<file path="src/rtl/commit_ctrl_pkg.sv">
// -----------------------------------------------------------------------------
// commit_ctrl_pkg
// Shared encodings for the in-order commit sequencer:
//   - commit type encodings driven by the ROB head (CT_REG / CT_STORE / CT_BRANCH)
//   - 2-bit FSM state encoding for commit_ctrl
//   - ROB index width that commit_ctrl's ROB_IDX_BITS parameter must match
// -----------------------------------------------------------------------------
package commit_ctrl_pkg;

  localparam int ROB_IDX_WIDTH = 4;

  // Commit types carried with each ROB entry. Encoding 3 is unused and is
  // retired like a plain register write.
  localparam logic [1:0] CT_REG    = 2'd0;
  localparam logic [1:0] CT_STORE  = 2'd1;
  localparam logic [1:0] CT_BRANCH = 2'd2;

  typedef enum logic [1:0] {
    S_COMMIT     = 2'd0,
    S_WAIT_STORE = 2'd1,
    S_FLUSH      = 2'd2
  } commit_state_t;

endpackage : commit_ctrl_pkg

</file>
<file path="src/rtl/commit_ctrl.sv">
// -----------------------------------------------------------------------------
// commit_ctrl
// In-order commit sequencer between the ROB head and the register file.
// Retires at most one instruction per cycle: a register write, a store
// handshake with the load/store buffer, or a branch check. A mispredicted
// branch produces a one-cycle roll_back pulse carrying the redirect PC.
//
// Ports:
//   clk, rst_in           clock, asynchronous active-high reset
//   rdy_in                global enable; low freezes state and zeroes outputs
//   head_*                ROB head entry (valid, ready, idx, type, dest, value,
//                         mispredict flag, redirect target)
//   head_pop              ROB drops its head this cycle
//   rob_in_en             register-file write strobe
//   rob_idx/dest/val_out  register-file write payload (copies of head_*)
//   st_commit_valid       ask the load/store buffer to perform the head store
//   st_commit_ready       load/store buffer accepts the store
//   st_done               memory write finished
//   roll_back             flush pulse, high for the cycle after a mispredict pop
//   rollback_pc           fetch redirect PC, valid while roll_back is high
//   commit_cnt            retired-instruction count, wraps modulo 2^32
// -----------------------------------------------------------------------------
module commit_ctrl
  import commit_ctrl_pkg::*;
#(
  parameter int ROB_IDX_BITS = ROB_IDX_WIDTH,
  parameter int DATA_BITS    = 32
) (
  input  logic                    clk,
  input  logic                    rst_in,
  input  logic                    rdy_in,

  input  logic                    head_valid,
  input  logic                    head_ready,
  input  logic [ROB_IDX_BITS-1:0] head_idx,
  input  logic [1:0]              head_type,
  input  logic [4:0]              head_dest,
  input  logic [DATA_BITS-1:0]    head_val,
  input  logic                    head_mispredict,
  input  logic [DATA_BITS-1:0]    head_target_pc,

  output logic                    head_pop,
  output logic                    rob_in_en,
  output logic [ROB_IDX_BITS-1:0] rob_idx_out,
  output logic [4:0]              rob_dest_out,
  output logic [DATA_BITS-1:0]    rob_val_out,

  output logic                    st_commit_valid,
  input  logic                    st_commit_ready,
  input  logic                    st_done,

  output logic                    roll_back,
  output logic [DATA_BITS-1:0]    rollback_pc,
  output logic [31:0]             commit_cnt
);

  commit_state_t            state_q;
  logic [DATA_BITS-1:0]     rb_pc_q;
  logic [31:0]              cnt_q;

  logic active;
  logic eligible;
  logic is_store;
  logic is_branch;

  // ---------------------------------------------------------------------------
  // Output decode. Strobes are combinational from the registered state and
  // the head inputs so a commit completes in the cycle the head is eligible.
  // Everything is gated by 'active' so outputs read 0 during reset (the reset
  // is asynchronous, so combinational paths must be masked too) and while
  // rdy_in is low.
  // ---------------------------------------------------------------------------
  always_comb begin
    // NOTE: every signal gets a default first so no path through this block
    // leaves a value unassigned, which would otherwise infer a latch.
    active          = rdy_in & ~rst_in;
    is_store        = (head_type == CT_STORE);
    is_branch       = (head_type == CT_BRANCH);
    eligible        = 1'b0;
    head_pop        = 1'b0;
    rob_in_en       = 1'b0;
    st_commit_valid = 1'b0;
    rob_idx_out     = '0;
    rob_dest_out    = '0;
    rob_val_out     = '0;
    roll_back       = 1'b0;
    rollback_pc     = '0;
    commit_cnt      = '0;

    if (active) begin
      eligible     = (state_q == S_COMMIT) && head_valid && head_ready;
      rob_idx_out  = head_idx;
      rob_dest_out = head_dest;
      rob_val_out  = head_val;
      roll_back    = (state_q == S_FLUSH);
      rollback_pc  = rb_pc_q;
      commit_cnt   = cnt_q;

      if (eligible) begin
        if (is_store) begin
          // Store pops only once the load/store buffer takes it.
          st_commit_valid = 1'b1;
          head_pop        = st_commit_ready;
        end else begin
          // Register ops (types 0 and 3) and branches; x0 is never written.
          head_pop  = 1'b1;
          rob_in_en = (head_dest != 5'd0);
        end
      end
    end
  end

  // ---------------------------------------------------------------------------
  // FSM, redirect PC and retire counter.
  // ---------------------------------------------------------------------------
  always_ff @(posedge clk or posedge rst_in) begin
    if (rst_in) begin
      state_q <= S_COMMIT;
      rb_pc_q <= '0;
      cnt_q   <= '0;
    end else if (rdy_in) begin
      // NOTE: sequential state uses non-blocking assignments so every register
      // samples the pre-edge values, independent of statement order.
      if (head_pop) begin
        cnt_q <= cnt_q + 32'd1;
      end

      unique case (state_q)
        S_COMMIT: begin
          if (head_pop && is_store) begin
            state_q <= S_WAIT_STORE;
          end else if (head_pop && is_branch && head_mispredict) begin
            rb_pc_q <= head_target_pc;
            state_q <= S_FLUSH;
          end
        end
        // st_done only counts once the store has popped; a pulse coincident
        // with the pop is seen in S_COMMIT and therefore ignored.
        S_WAIT_STORE: begin
          if (st_done) begin
            state_q <= S_COMMIT;
          end
        end
        S_FLUSH: begin
          state_q <= S_COMMIT;
        end
        default: begin
          state_q <= S_COMMIT;
        end
      endcase
    end
  end

endmodule : commit_ctrl

</file>
<file path="config.mk">
export PLATFORM = sky130hd
export DESIGN_NAME = commit_ctrl
export DESIGN_NICKNAME = d
export VERILOG_FILES = /design/src/rtl/commit_ctrl_pkg.sv /design/src/rtl/commit_ctrl.sv
export SDC_FILE = /design/constraint.sdc
export NUM_CORES = 1
export LEC_CHECK = 0
export CORE_ASPECT_RATIO = 0.6
export CORE_MARGIN = 4
export CORE_UTILIZATION = 39
export DETAILED_ROUTE_END_ITERATION = 8
export PLACE_DENSITY = 0.8
export SLEW_MARGIN = 0
export SYNTH_ARGS = -nofsm -noshare
export SYNTH_HDL_FRONTEND = slang
export SYNTH_SLANG_ARGS = --single-unit
</file>
<file path="constraint.sdc">
create_clock -name clk -period 5.5 [get_ports clk]
set_clock_uncertainty 0.1 [all_clocks]
set_input_delay 1.1 -clock clk [delete_from_list [all_inputs] [get_ports clk]]
set_output_delay 1.1 -clock clk [all_outputs]
set_load 0.05 [all_outputs]
</file>
### Word-level counts from Yosys, hierarchy flattened

Cells that the tools add are included.

* bits in registers: 66
* bits in latches: 0
* bits in writable memories: 0
* memory bits (read-only): 0
* input bits: 83
* output and inout port bits: 109
* word-level logic and storage cells: 42
* memories kept: 0

* add/sub/neg operators: 1
* multipliers: 0
* div/mod/pow operators: 0
* magnitude comparators: 0
* equal/unequal tests: 6
* shift-type cells: 0
* mux-type cells: 19
* bitwise gates (word level): 3
* reduce and logical (&&, ||, !) cells: 10

Operators by type and width (number)
* 2-to-1 mux 32 bit: 3
* adder 32 x 1 -> 32 bit, second input constant: 1
* 2-to-1 mux 1 bit: 10
* 2-to-1 mux 2 bit: 3
* logical AND 1 bit: 5
* 2-to-1 mux 5 bit: 1
* nonzero test 5 bit: 1
* == test 2 x 1 -> 1 bit, second input constant: 2
* == test 2 bit, second input constant: 2
* 2-to-1 mux 4 bit: 1
* one-hot mux 2 bit (2 select lines): 1
* AND reduction 4 bit: 1
* != test 3 x 1 -> 1 bit, second input constant: 1
* AND reduction 3 bit: 1
* zero test 2 bit: 1
* != test 2 bit, second input constant: 1
* NOT 1 bit: 2
* AND reduction 2 bit: 1
* AND 1 bit: 1

### Longest topological paths before layout

* depth after elaboration: 10
* gate-level depth with buffers: 6
* mapped depth without buffers: 5

### Worst setup path before layout

OpenSTA, ideal clock, no wires.

* kind: input-to-output
* start point: input rst_in
* end point: output rob_dest_out[0]
* arrival time: 4.007 ns
* required time: 4.300 ns
* setup slack: 0.293 ns
* stages on the path: 3
* buffers on the path: 1
* cell sequence: inv_1 clkbuf_1 and3_1

* word-level cells in the longest chain between the ends: 3

Ends and longest elaborated chain
* from (decl): line commit_ctrl.sv:30 `input logic rst_in,`
* NOT 1 bit: line commit_ctrl.sv:76 `active = rdy_in & ~rst_in;`
* AND 1 bit: line commit_ctrl.sv:76
* 2-to-1 mux 5 bit: line commit_ctrl.sv:90 `if (active) begin`
* to (decl): line commit_ctrl.sv:45 `output logic [4:0] rob_dest_out,`

No other way between the ends.

### Worst setup path in the final report

* start point: input rst_in
* end point: output st_commit_valid

* word-level cells in the longest chain between the ends: 3

Ends and longest elaborated chain
* NOT 1 bit: line commit_ctrl.sv:76
* AND 1 bit: line commit_ctrl.sv:76
* 2-to-1 mux 1 bit: line commit_ctrl.sv:90
* to (decl): line commit_ctrl.sv:48 `output logic st_commit_valid,`

No other way between the ends.

==> out/qor.yml <==
timing:
  relSlewSlack: 0.4460
  worstMarginPinSlew_ns: 0.8310
  fin_crit_sh: 0.8661
  max_freq_ghz: 0.2099
  drv_slew: 0
  rsz0062_at_grt: "false"
  setup_ws_ns: 0.7363
  hold_viol_final: 0
  setup_viol: 0
  fin_tns_setup_ns: 0
  fin_crit_ns: 4.764
cells_and_area:
  fillCellCount: 662
  antenna_cells: 0
  final_nets: 602
  area_growth_syn_to_layout_pct: 64.00
  drive_above_1_share: 0.1128
  stdcell_count: 635
  fin_util: 0.6700
floorplanning:
  num_rows: 26
  fp.dieW_um: 131.1
  initial_utilization: 0.4085
  dieArea_mm2: 0.01074
  pin_count: 192
  die_h_um: 81.89
  core_mm2: 0.008686
routing:
  drc: 0
  drt_first_pass_iters: 4
  vias_per_cell: 5.203
  vias: 3304
  wl_per_cell_um: 17.41
  finalWirelength_um: 11060
  first_iter_violations: 237
  antenna_left: 0
outcome:
  status: "finished, final reports clean"
grt:
  grt_max_degree: 112
  first_global_vias: 3271
  grt_pass1_wl_um: 17350
  grt.overflow.total: 0
  grt_usage: 0.1995
  antenna_found_initial: 0
placed_design:
  post-place-cells: 619
  dp_worst_setup_slack_ns: 0.7276
  io_buffers: 191
  place.gp.congestion: 0.7648
  hpwl_um: 8077
yosys:
  yosys-top-cells-count: "and3_1 (108), dfrtp_1 (66), mux2_2 (32), xnor2_1 (29), clkbuf_1 (23)"
  async_reset_ff_frac: 1.000
  ys_seq_area_frac: 0.4654
  synth_edf_count: 0
  syn_nets: 422
  synth_seq_cells: 66
  syn_area_mm2: 0.003548
  synth_area_leaders: "dfrtp_1 (47%), and3_1 (19%), mux2_2 (10%), xnor2_1 (7.2%), nand4_1 (3.0%)"
  post-synth-top-count-cell: "and3_1"
  ys.flop_type: "dfrtp_1"
  syn_avg_cell_area_um2: 10.50
  synth.distinct_cells: 30
  ys_warn_count: 0
  post-synth-top-area-cell: "dfrtp_1"
  netlist_instances: 338
  yosys.area.top_type_share: 0.4654
clock_tree:
  htree_levels: 3
  post_cts_buffers: 0
  numCtsBuffers: 9
  path_clk_slew_ns: 0.05
  cts_hold_buf: 0
  worstSkewPairLatency_ns: 0.31
  cts_root_buf: "clkbuf_16"
  clock_sinks: 66
  cts_tree: "yes"
  cts_resized: 0
  cts_max_path_buffers: 2
setup_path:
  start_kind: "primary input"
  reg2reg_depth: 5
  cp.required_ns: 4.30
  timing.rr.end: "cnt_q[26]"
  rrSetupSlack_ns: 3.17
  critPathCaptureType: "primary output"
  setup.worst_path.start: "rst_in"
  critPathArrivalTime_ns: 3.56
  r2r-start: "state_q[0]"
  cp_max_fo: 5
  critical_path_class: "primary input to primary output"
power:
  p_per_area_mw_per_mm2: 240.8
  leakage_uw: 0.002740
  vdd_drop_max_uv: 192.5
hold_path:
  hold_end: "rb_pc_q[20]"
  holdPathStages: 1
  hold_path.startpoint: "rb_pc_q[20]"
  hp-class: "flip-flop to flip-flop"
run:
  maxCapViolations: 0
-- where the power goes --
part | internal, µW | leakage (µW) | switching (µW) | total [µW]
Combinational | 143 | 0.00170 | 164 | 307
Clock | 340 | 0.000143 | 188 | 528
Sequential | 530 | 0.000895 | 36.5 | 566
Total | 1010 | 0.00274 | 388 | 1400
-- cell type report --
type,count,area (µm²),area share
Multi-Input combinational cell,239,1745,0.2999
Tap cell,112,140.1,0.02408
Clock buffer,14,274.0,0.04709
Sequential cell,66,1652,0.2838
Clock inverter,2,10.01,0.001720
Timing Repair Buffer,197,1977,0.3397
Inverter,5,21.27,0.003655
-- worst max-delay path by stage --
stage / to / slack [ns] / cells past startpoint
after floorplan: rob_dest_out[0] / 0.29 / 3
after global placement: st_commit_valid / 0.83 / 5
after detailed placement: st_commit_valid / 0.73 / 5
after CTS: st_commit_valid / 0.73 / 5
after global routing: head_pop / 0.64 / 4
final: st_commit_valid / 0.74 / 5
-- registers in the layout, indices dropped and copies added, names as in the netlist --
register and count:
rb_pc_q 32, cnt_q 32, state_q 2
-- cells by family after synthesis --
group	count (synthesis)	share of synthesized area
flops	66	0.4654
buf+inv	33	0.04266
fa+ha+maj	1	0.003526
simple gates	170	0.2987
mux	33	0.1047
xor+xnor	31	0.07652
compound gates	4	0.008463
-- per-stage QoR --
stage	instance area, µm²	power, µW	hold slack, ns
floorplan	3548	739.9	0.3376
global placement	5535	872.0	0.3591
detailed placement	5535	884.1	0.3741
CTS	5819	1422	0.3839
global route	5819	1464	0.4035
finish	5819	1402	0.3834
-- routing by layer --
metal	routed length, µm	up-vias	GRT usage
li1	-	1581	-
met1	4770	1589	0.2459
met2	5336	124	0.3373
met3	850	10	0.08323
met4	100	0	0.03669
met5	0	-	0
-- worst max-delay path, stage by stage --
cell,delay [ns]
clkdlybuf4s50_1,0.48
or3b_4,0.47
or2_4,0.30
nor3b_1,0.34
clkdlybuf4s50_1,0.87
-- cells in the final DEF, fill, tap and decap left out, types with 2 or more instances in the layout --
master             n
clkdlybuf4s50_1  190
and3_1           108
dfrtp_1           66
mux2_2            32
xnor2_1           29
nand4_1           17
nand3_1           13
clkbuf_16          9
nand2_1            8
nor3_1             6
nor2_1             4
inv_1              4
buf_4              4
and4_1             3
and2_1             3
clkbuf_8           3
nor3b_1            2
xor2_1             2
clkbuf_1           2
clkinv_2           2
buf_12             2
Note: power is estimated with default switching activity, not from simulation.
